===== config.mk =====
export PLATFORM = sky130hd
export DESIGN_NAME = pong_ai_driver_flat
export DESIGN_NICKNAME = d
export VERILOG_FILES = /design/src/rtl/pong_ai_driver_if.sv /design/src/rtl/pong_ai_driver.sv /design/src/flat_wrapper.sv
export SDC_FILE = /design/constraint.sdc
export NUM_CORES = 1
export LEC_CHECK = 0
export CAP_MARGIN = 20
export CORE_UTILIZATION = 50
export CTS_CLUSTER_SIZE = 20
export DETAILED_ROUTE_END_ITERATION = 16
export HOLD_SLACK_MARGIN = 0.12
export PLACE_DENSITY_LB_ADDON = 0.1
export SLEW_MARGIN = 20
export SYNTH_ARGS = -nofsm -noshare
export SYNTH_HDL_FRONTEND = slang
export SYNTH_SLANG_ARGS = --single-unit

===== constraint.sdc =====
create_clock -name vga_clk -period 4.17 [get_ports vga_clk]
set_input_delay 0.834 -clock vga_clk [delete_from_list [all_inputs] [get_ports vga_clk]]
set_output_delay 0.834 -clock vga_clk [all_outputs]
set_load 0.05 [all_outputs]

===== src/rtl/pong_ai_driver_if.sv =====
// Signal bundle between the Pong ball/paddle logic and the computer-opponent driver.
// The master side supplies ball/paddle state and controls; the slave (AI driver) returns the key code.
interface pong_ai_driver_if;
   logic       enable;
   logic       guiwei;
   logic [9:0] ball_y;
   logic       ball_dir;
   logic [9:0] paddle_y;
   logic [1:0] key;
   logic [1:0] ai_state;

   modport master (
      output enable, guiwei, ball_y, ball_dir, paddle_y,
      input  key, ai_state
   );

   modport slave (
      input  enable, guiwei, ball_y, ball_dir, paddle_y,
      output key, ai_state
   );
endinterface


===== src/rtl/pong_ai_driver.sv =====
// Computer-opponent paddle controller producing the active-low button code a human player would.
// Optional reaction delay (WAIT state plus react counter) is built only when AI_REACT_DELAY_EN is defined.
module pong_ai_driver #(
   parameter logic        SIDE         = 1'b0,
   parameter logic [9:0]  PADDLE_L     = 10'd80,
   parameter logic [9:0]  BALL_W       = 10'd10,
   parameter logic [9:0]  CENTER_Y     = 10'd200,
   parameter logic [9:0]  DEAD         = 10'd4,
   parameter logic [21:0] DIV          = 22'd50000,
   parameter logic [21:0] REACT_CYCLES = 22'd2000000
) (
   input  logic            vga_clk,
   input  logic            sys_rst_n,
   pong_ai_driver_if.slave ai
);

   typedef enum logic [1:0] {
      IDLE  = 2'd0,
      WAIT  = 2'd1,
      TRACK = 2'd2
   } state_t;

   localparam logic [10:0] HALF_PADDLE = {2'b00, PADDLE_L[9:1]};
   localparam logic [10:0] HALF_BALL   = {2'b00, BALL_W[9:1]};
   localparam logic [10:0] PARK_C      = {1'b0, CENTER_Y} + HALF_PADDLE;

   state_t             state;
   logic [21:0]        tick_cnt;
   logic               tick;
   logic               appr;
   logic               force_hold;
   logic [10:0]        bc_p0;
   logic [10:0]        pc_p0;
   logic [10:0]        target_p0;
   logic signed [11:0] err_p0;
   logic [1:0]         key_nxt_p0;
   logic [1:0]         key_p1;

`ifdef AI_REACT_DELAY_EN
   logic [21:0]        react_cnt;
`else
   logic               unused_react;
   assign unused_react = ^REACT_CYCLES;
`endif

   // Dead-band decode: strictly outside +/-DEAD moves, the band edges themselves hold.
   function automatic logic [1:0] key_decode(input logic signed [11:0] err,
                                             input logic [9:0]         dead);
      logic signed [11:0] d;
      d = $signed({2'b00, dead});
      if (err > d)
         key_decode = 2'b10;
      else if (err < -d)
         key_decode = 2'b01;
      else
         key_decode = 2'b11;
   endfunction

   // Stage p0: centres, error and candidate key from the current state and inputs
   always_comb begin
      appr       = (ai.ball_dir == SIDE);
      force_hold = ai.guiwei | ~ai.enable;
      tick       = (tick_cnt == DIV - 22'd1);
      bc_p0      = {1'b0, ai.ball_y} + HALF_BALL;
      pc_p0      = {1'b0, ai.paddle_y} + HALF_PADDLE;
      target_p0  = (state == TRACK) ? bc_p0 : PARK_C;
      err_p0     = $signed({1'b0, target_p0}) - $signed({1'b0, pc_p0});
      key_nxt_p0 = key_decode(err_p0, DEAD);
`ifdef AI_REACT_DELAY_EN
      if (state == WAIT)
         key_nxt_p0 = 2'b11;
`endif
   end

   // Stage p1: state machine, tick divider and registered key
   always_ff @(posedge vga_clk or negedge sys_rst_n) begin
      if (!sys_rst_n) begin
         state     <= IDLE;
         tick_cnt  <= '0;
         key_p1    <= 2'b11;
`ifdef AI_REACT_DELAY_EN
         react_cnt <= '0;
`endif
      end else if (force_hold) begin
         state     <= IDLE;
         tick_cnt  <= '0;
         key_p1    <= 2'b11;
`ifdef AI_REACT_DELAY_EN
         react_cnt <= '0;
`endif
      end else begin
         tick_cnt <= tick ? '0 : tick_cnt + 22'd1;
         if (tick)
            key_p1 <= key_nxt_p0;
         case (state)
            IDLE: begin
               if (appr) begin
`ifdef AI_REACT_DELAY_EN
                  state <= WAIT;
`else
                  state <= TRACK;
`endif
               end
            end
`ifdef AI_REACT_DELAY_EN
            // A receding ball wins over an expiring count, and always restarts the delay.
            WAIT: begin
               if (!appr) begin
                  state     <= IDLE;
                  react_cnt <= '0;
               end else if (react_cnt == REACT_CYCLES - 22'd1) begin
                  state     <= TRACK;
                  react_cnt <= '0;
               end else begin
                  react_cnt <= react_cnt + 22'd1;
               end
            end
`endif
            TRACK: begin
               if (!appr)
                  state <= IDLE;
            end
            default: state <= IDLE;
         endcase
      end
   end

   assign ai.key      = key_p1;
   assign ai.ai_state = state;

endmodule


===== src/flat_wrapper.sv =====
// flat-port wrapper written by rule: the top's interface ports become plain ports
module pong_ai_driver_flat 
#(
   parameter logic        SIDE         = 1'b0,
   parameter logic [9:0]  PADDLE_L     = 10'd80,
   parameter logic [9:0]  BALL_W       = 10'd10,
   parameter logic [9:0]  CENTER_Y     = 10'd200,
   parameter logic [9:0]  DEAD         = 10'd4,
   parameter logic [21:0] DIV          = 22'd50000,
   parameter logic [21:0] REACT_CYCLES = 22'd2000000
)
  (vga_clk, sys_rst_n, ai_enable, ai_guiwei, ai_ball_y, ai_ball_dir, ai_paddle_y, ai_key, ai_ai_state);
  pong_ai_driver_if ai_i ();
  input  logic vga_clk;
  input  logic sys_rst_n;
  input wire logic [$bits(ai_i.enable)-1:0] ai_enable;
  input wire logic [$bits(ai_i.guiwei)-1:0] ai_guiwei;
  input wire logic [$bits(ai_i.ball_y)-1:0] ai_ball_y;
  input wire logic [$bits(ai_i.ball_dir)-1:0] ai_ball_dir;
  input wire logic [$bits(ai_i.paddle_y)-1:0] ai_paddle_y;
  output wire logic [$bits(ai_i.key)-1:0] ai_key;
  output wire logic [$bits(ai_i.ai_state)-1:0] ai_ai_state;
  assign ai_i.enable = ai_enable;
  assign ai_i.guiwei = ai_guiwei;
  assign ai_i.ball_y = ai_ball_y;
  assign ai_i.ball_dir = ai_ball_dir;
  assign ai_i.paddle_y = ai_paddle_y;
  assign ai_key = ai_i.key;
  assign ai_ai_state = ai_i.ai_state;
  pong_ai_driver #(.SIDE(SIDE), .PADDLE_L(PADDLE_L), .BALL_W(BALL_W), .CENTER_Y(CENTER_Y), .DEAD(DEAD), .DIV(DIV), .REACT_CYCLES(REACT_CYCLES)) u_core (.vga_clk(vga_clk), .sys_rst_n(sys_rst_n), .ai(ai_i));
endmodule

==> flow_summary.toml, run 1 <==
[finish]
area_growth_pct = 24.48
drive_above_1_share_pct = 12.58
nets = 351
n_fill_cell = 374
n_antenna_cell = 0

[pwr]
combPwrFrac_pct = 32.0
cellPowerDensity_nw_per_um2 = 213.3
p_total_uw = 563.1
p_leak_nw = 1.180
p_int_uw = 402.5
p_sw_uw = 160.5
ir_worst_vdd_mv = 0.1921
seq_power_share_pct = 43.6
clkPwrFrac_pct = 24.4
switching_share_pct = 28.51

[global_route]
grt_pass1_wl_um = 7113
grt_pass1_vias = 1754
antenna_found_initial = 0
grt.total_usage_pct = 20.57
grt_start_max_net_pins = 25
grt_overflow_total = 0

[synth]
synth_most_common_cell = "nor2_1"
synth_top_area_share_pct = 27.14
ys.flop_type = "dfrtp_1"
synth_nets = 302
synth_area_leader_cell = "dfrtp_1"
synthTopCellsByArea = "dfrtp_1 (27%), ha_1 (13%), nor2_1 (7.1%)"
synth_edf_count = 0
async_flop_share_pct = 100.0
synth_area_um2 = 2121
ys_seq_area_share_pct = 29.62
syn_area_per_cell_um2 = 8.350
yosys-top-cells-count = "nor2_1 (40), inv_1 (24), dfrtp_1 (23)"
netlist_instances = 254
synth_seq_cells = 25
synth_cell_types = 47
ys_warn_count = 0

[clocking]
htreeDepth = 1
clockBufferDepth = 2
tritoncts = "yes"
numCtsBuffers = 3
clk_pin_slew_worst_paths_ps = 80
cts_root_buffer = "clkbuf_8"
cts_sinks = 25
cts_setup_buffers = 0
clock_latency_ps = 260

[critical_path]
cp_max_fo = 3
critPathArrivalTime_ps = 4140
endpoint_kind = "flip-flop"
reg2reg_depth = 11
crit_type = "input port to flip-flop"
critPathLaunchType = "input port"
required_ps = 4360

[sta]
clock_skew_ps = 1.518
setup_viol = 0
fmax_mhz = 252.8
drv_slew = 0
hold_viol_final = 0
worstMarginPinSlew_ps = 529.8
fin_crit_ps = 3956
rsz0062_at_grt = "false"
final.setup.worst_slack_ps = 213.7
fin_crit_sh_pct = 94.88
slew_headroom_pct = 64.35

[route]
firstDrtPassIters = 4
antenna_left = 0
drc_errors = 0
wl_per_cell_um = 12.43
wl_um = 4376
vias = 1826
via_per_inst = 5.188
drt_iter0_drc = 70

[place]
post-dp-hpwl_um = 3423
io_buffer_count = 27
gp_congestion = 0.8728
preCtsSetupSlack_ps = -111.4

[floorplanning]
die_h_um = 67.13
core_area_um2 = 4029
die_width_um = 67.13
die_area_um2 = 4506
start_util_pct = 52.64
rows = 23
io_pins = 29

[outcome]
status = "complete, no violations"

[hold_path]
whs_path_depth = 1
hp-class = "flip-flop to flip-flop"

[job]
maxCapViolCount = 0
## worst max-delay path: stages
cell             delay [ps]
clkdlybuf4s50_1         500
a21oi_1                 110
or2_2                   310
or3_1                   310
and3_1                  180
ha_1                    260
inv_1                    40
ha_1                    220
a21oi_2                 190
nand2_1                  70
o21a_1                  180
a211o_1                 230
or4_1                   520
o211ai_1                190
## per-layer routing
metal  global-route usage [%]  vias to the layer above  part of all wire (%)
met4                    6.117                        0                   1.1
met3                    1.884                        6                   2.8
met5                        0                        -                     0
met1                    23.06                      823                    45
met2                    40.13                       30                    51
li1                         -                      967                     -
## cell usage in the layout (no fill, tap or decap), types with 5 or more instances in the layout
cell / Yosys / layout
a21oi_1: 7 / 6
and3_1: 5 / 5
buf_4: 1 / 21
clkdlybuf4s50_1: 0 / 26
dfrtp_1: 23 / 23
ha_1: 22 / 22
inv_1: 24 / 24
nand2_1: 16 / 16
nand3_1: 10 / 10
nand4_1: 9 / 9
nor2_1: 40 / 39
nor2b_1: 6 / 6
nor3_1: 5 / 5
o21a_1: 7 / 7
o21ai_0: 5 / 5
xnor2_1: 14 / 14
xor2_1: 15 / 15
## state kept, by name (all words and copies together), names as in the netlist
signal	flops
u_core.ai.key	2
u_core.tick_cnt	22
u_core.ai.ai_state	1
## cell type report
class | count | area [µm²] | share of cell area, %
clock inverters | 1 | 5.005 | 0.1896
flip-flops and latches | 25 | 628.1 | 23.79
repair buffers | 48 | 422.9 | 16.02
clock buffers | 3 | 41.29 | 1.564
multi-input cells | 201 | 1390 | 52.65
inverters | 24 | 90.09 | 3.412
well taps | 50 | 62.56 | 2.370
## final timing paths
check / from / end / slack, ps
min in group asynchronous: sys_rst_n / u_core.tick_cnt[18] / 540
setup reg to reg: u_core.ai.ai_state[1] / u_core.ai.key[1] / 1090
max in group asynchronous: sys_rst_n / u_core.ai.key[0] / 3100
setup / recovery: ai_ball_y[0] / u_core.ai.key[1] / 210
hold reg to reg: u_core.tick_cnt[0] / u_core.tick_cnt[0] / 490
hold / removal: u_core.tick_cnt[0] / u_core.tick_cnt[0] / 490
## per-stage QoR
step / hold WS [ps] / cells / util [%] / cell area, µm² / TNS [ps]
floorplan: 454.9 / 254 / - / 2121 / 0
global placement: 477.2 / 348 / 64.35 / 2592 / -81.82
detailed placement: 482.8 / 348 / 64.35 / 2592 / -111.4
CTS: 495.1 / 352 / 65.50 / 2639 / 0
global route: 519.5 / 352 / 65.53 / 2640 / 0
finish: 488.7 / 352 / 65.53 / 2640 / 0
## timing repair
| item | CTS | global route |
|---|---|---|
| endpoints found under the setup margin | 0 | 1 |
| hold buffers | 0 | 0 |
| gates resized for setup | 0 | 2 |
## kinds of logic after synthesis
logic type | synth area share (%)
other cells | 0.1768
simple gates | 25.96
buf+inv | 5.133
compound gates | 13.21
xor+xnor | 11.98
fa+ha+maj | 13.92
flops | 29.62
## power groups by stage
stage / combinational, mW / sequential, mW / clock (mW)
floorplan: 0.104 / 0.251 / 0
global route: 0.201 / 0.246 / 0.150
finish: 0.180 / 0.246 / 0.137
global placement: 0.177 / 0.250 / 0
CTS: 0.179 / 0.246 / 0.143
detailed placement: 0.178 / 0.250 / 0
(Power assumes the default switching activity.)
==> run 2, diff against run 1 <==
--- a/config.mk
+++ b/config.mk
@@ -7,4 +7,5 @@
 export LEC_CHECK = 0
 export CAP_MARGIN = 20
+export CORE_MARGIN = 2
 export CORE_UTILIZATION = 50
 export CTS_CLUSTER_SIZE = 20
@@ -12,4 +13,5 @@
 export HOLD_SLACK_MARGIN = 0.12
 export PLACE_DENSITY_LB_ADDON = 0.1
+export RECOVER_POWER = 100
 export SLEW_MARGIN = 20
 export SYNTH_ARGS = -nofsm -noshare
==> constraint.sdc (replaced) <==
create_clock -name vga_clk -period 4.17 [get_ports vga_clk]
set_input_delay 0.834 -clock vga_clk [delete_from_list [all_inputs] [get_ports vga_clk]]
set_output_delay 0.834 -clock vga_clk [all_outputs]
set_load 0.02 [all_outputs]
==> run 2 against run 1 <==
Worst hold slack got worse by 3.3 ps. Maximum frequency decreased by 0.20%. Global-route usage decreased by 1.6 points.
==> flow_summary.toml, run 2 (synthesis results as in run 1) <==
[outcome]
status = "complete, no violations"

[finish]
largest_reg_flops = 22
n_antenna_cell = 0
nets = 350
area_growth_pct = 24.31
n_fill_cell = 370
drive_above_1_share_pct = 11.63
layout.cells.non_filler = 351
final_common_cell = "nor2_1"
mostFrequentLayoutCells = "nor2_1 (39), inv_1 (24), dfrtp_1 (23)"
top_register = "u_core.tick_cnt"

[route]
firstDrtPassIters = 4
via_per_inst = 5.316
drc_errors = 0
wl_per_cell_um = 12.27
antenna_left = 0
vias = 1866
drt_iter0_drc = 36
wl_um = 4308

[global_route]
grt_pass1_wl_um = 7714
antenna_found_initial = 0
grt_pass1_vias = 1887
grt_start_max_net_pins = 26
grt.total_usage_pct = 19.00
grt_overflow_total = 0

[clocking]
postCtsHoldBufs = 0
numCtsBuffers = 3
htreeDepth = 1
clk_pin_slew_worst_paths_ps = 80
cts_root_buffer = "clkbuf_8"
clockBufferDepth = 2
clock_latency_ps = 260
cts_sinks = 25
tritoncts = "yes"

[critical_path]
r2r-end = "u_core.ai.key[1]"
required_ps = 4360
cp-startpoint = "ai_ball_y[0]"
slowest_delay_ps = 530
r2r_slack_ps = 1070
cp_max_fo = 4
crit_type = "input port to flip-flop"
endpoint_kind = "flip-flop"
reg2reg_depth = 11
critPathLaunchType = "input port"
crit_path_cell_trace = "clkdlybuf4s50_1 > a21oi_1 > or2_2 > buf_4 > xor2_1 > nand2_1 > ha_1 > ha_1 > o211a_1 > o31a_1 > o21a_1 > a211o_1 > or4_1 > o211ai_1"
critPathArrivalTime_ps = 4160
cp-endpoint = "u_core.ai.key[1]"
slowest_stage = "or4_1"
crit_top_cell = "ha_1"
r2r-start = "u_core.ai.ai_state[1]"

[sta]
drv_slew = 0
holdWs_ps = 485.4
fmax_mhz = 252.3
hold_viol_final = 0
clock_skew_ps = 1.810
fin_crit_sh_pct = 95.06
fin_crit_ps = 3964
rsz0062_at_grt = "false"
worstMarginPinSlew_ps = 1309
slew_headroom_pct = 12.71
setup_viol = 0
final.setup.tns_ps = 0

[hold_path]
hp-class = "flip-flop to flip-flop"

[floorplanning]
start_util_pct = 52.64
die_area_um2 = 4778
core_area_um2 = 4029
die_width_um = 69.13
io_pins = 29
die_h_um = 69.13
rows = 23

[pwr]
seq_power_share_pct = 43.4
p_int_uw = 405.1
ir_worst_vdd_mv = 0.1953
switching_share_pct = 28.39
clkPwrFrac_pct = 24.9
cellPowerDensity_nw_per_um2 = 214.6
p_sw_uw = 160.6
p_total_uw = 565.6
p_leak_nw = 1.161
combPwrFrac_pct = 31.7

[place]
gp_congestion = 0.8511
io_buffer_count = 27
place_inst = 347
post-dp-hpwl_um = 3407

[job]
maxCapViolCount = 0
## run 2: worst min path at each step
stage	depth (start not counted)	slack, ps	from	endpoint
3_3_place_gp	1	480	u_core.tick_cnt[0]	u_core.tick_cnt[0]
5_1_grt	1	510	u_core.tick_cnt[0]	u_core.tick_cnt[0]
3_5_place_dp	1	480	u_core.tick_cnt[0]	u_core.tick_cnt[0]
2_1_floorplan	1	450	u_core.tick_cnt[0]	u_core.tick_cnt[0]
6_report	1	490	u_core.tick_cnt[0]	u_core.tick_cnt[0]
4_1_cts	1	490	u_core.tick_cnt[0]	u_core.tick_cnt[0]
## run 2: through the flow
step / utilization, % / cell area [µm²] / setup slack (ps)
5_1_grt: 65.43 / 2636 / 24.96
2_1_floorplan: - / 2121 / 480.8
3_3_place_gp: 64.16 / 2585 / -109.1
6_report: 65.43 / 2636 / 205.8
3_5_place_dp: 64.16 / 2585 / -216.3
4_1_cts: 65.28 / 2630 / 49.50
## run 2: what timing repair did
| item | in CTS | in global routing |
|---|---|---|
| gates resized for setup | 0 | 5 |
| endpoints found under the setup margin | 0 | 2 |
| buffers inserted | 0 | 0 |
## run 2: per-layer routing
layer	share of wire (%)	track usage, %	wire length, µm	vias up
met1	46	22.98	1976	866
met3	2.8	3.070	120	8
met2	50	34.62	2155	28
li1	-	-	-	964
met4	1.3	5.229	55	0
met5	0	0	0	-
## run 2: worst max-delay path, delay by kind of cell
kind | cells | cell delay (ps)
AOI/OAI and AO/OA | 6 | 1010
adders and majority gates | 2 | 640
xor gates and xnor gates | 1 | 130
and+or+nand+nor | 3 | 900
buffers and inverters | 2 | 650
## run 2: final cells by class
cell class	instances	area (µm²)	area share (%)
flip-flops and latches	25	628.1	23.83
multi-input cells	201	1400	53.11
inverters	24	90.09	3.417
well taps	50	62.56	2.373
clock buffers	4	45.04	1.709
repair buffers	47	410.4	15.57
## run 2: power groups by stage
stage	Combinational [mW]	Clock, mW	Sequential [mW]
5_1_grt	0.201	0.153	0.246
6_report	0.179	0.141	0.246
4_1_cts	0.178	0.143	0.246
2_1_floorplan	0.102	0	0.250
3_3_place_gp	0.175	0	0.250
3_5_place_dp	0.176	0	0.250
==> run 3, diff against run 2 <==
==> constraint.sdc (replaced) <==
create_clock -name vga_clk -period 4.17 [get_ports vga_clk]
set_input_delay 0.834 -clock vga_clk [delete_from_list [all_inputs] [get_ports vga_clk]]
set_output_delay 0.834 -clock vga_clk [all_outputs]
set_load 0.01 [all_outputs]
==> results of run 3 <==
The final DEF is identical to that of run 2. Status: complete, no violations.
Among the figures that moved: total power 0.5656 mW -> 0.5650 mW
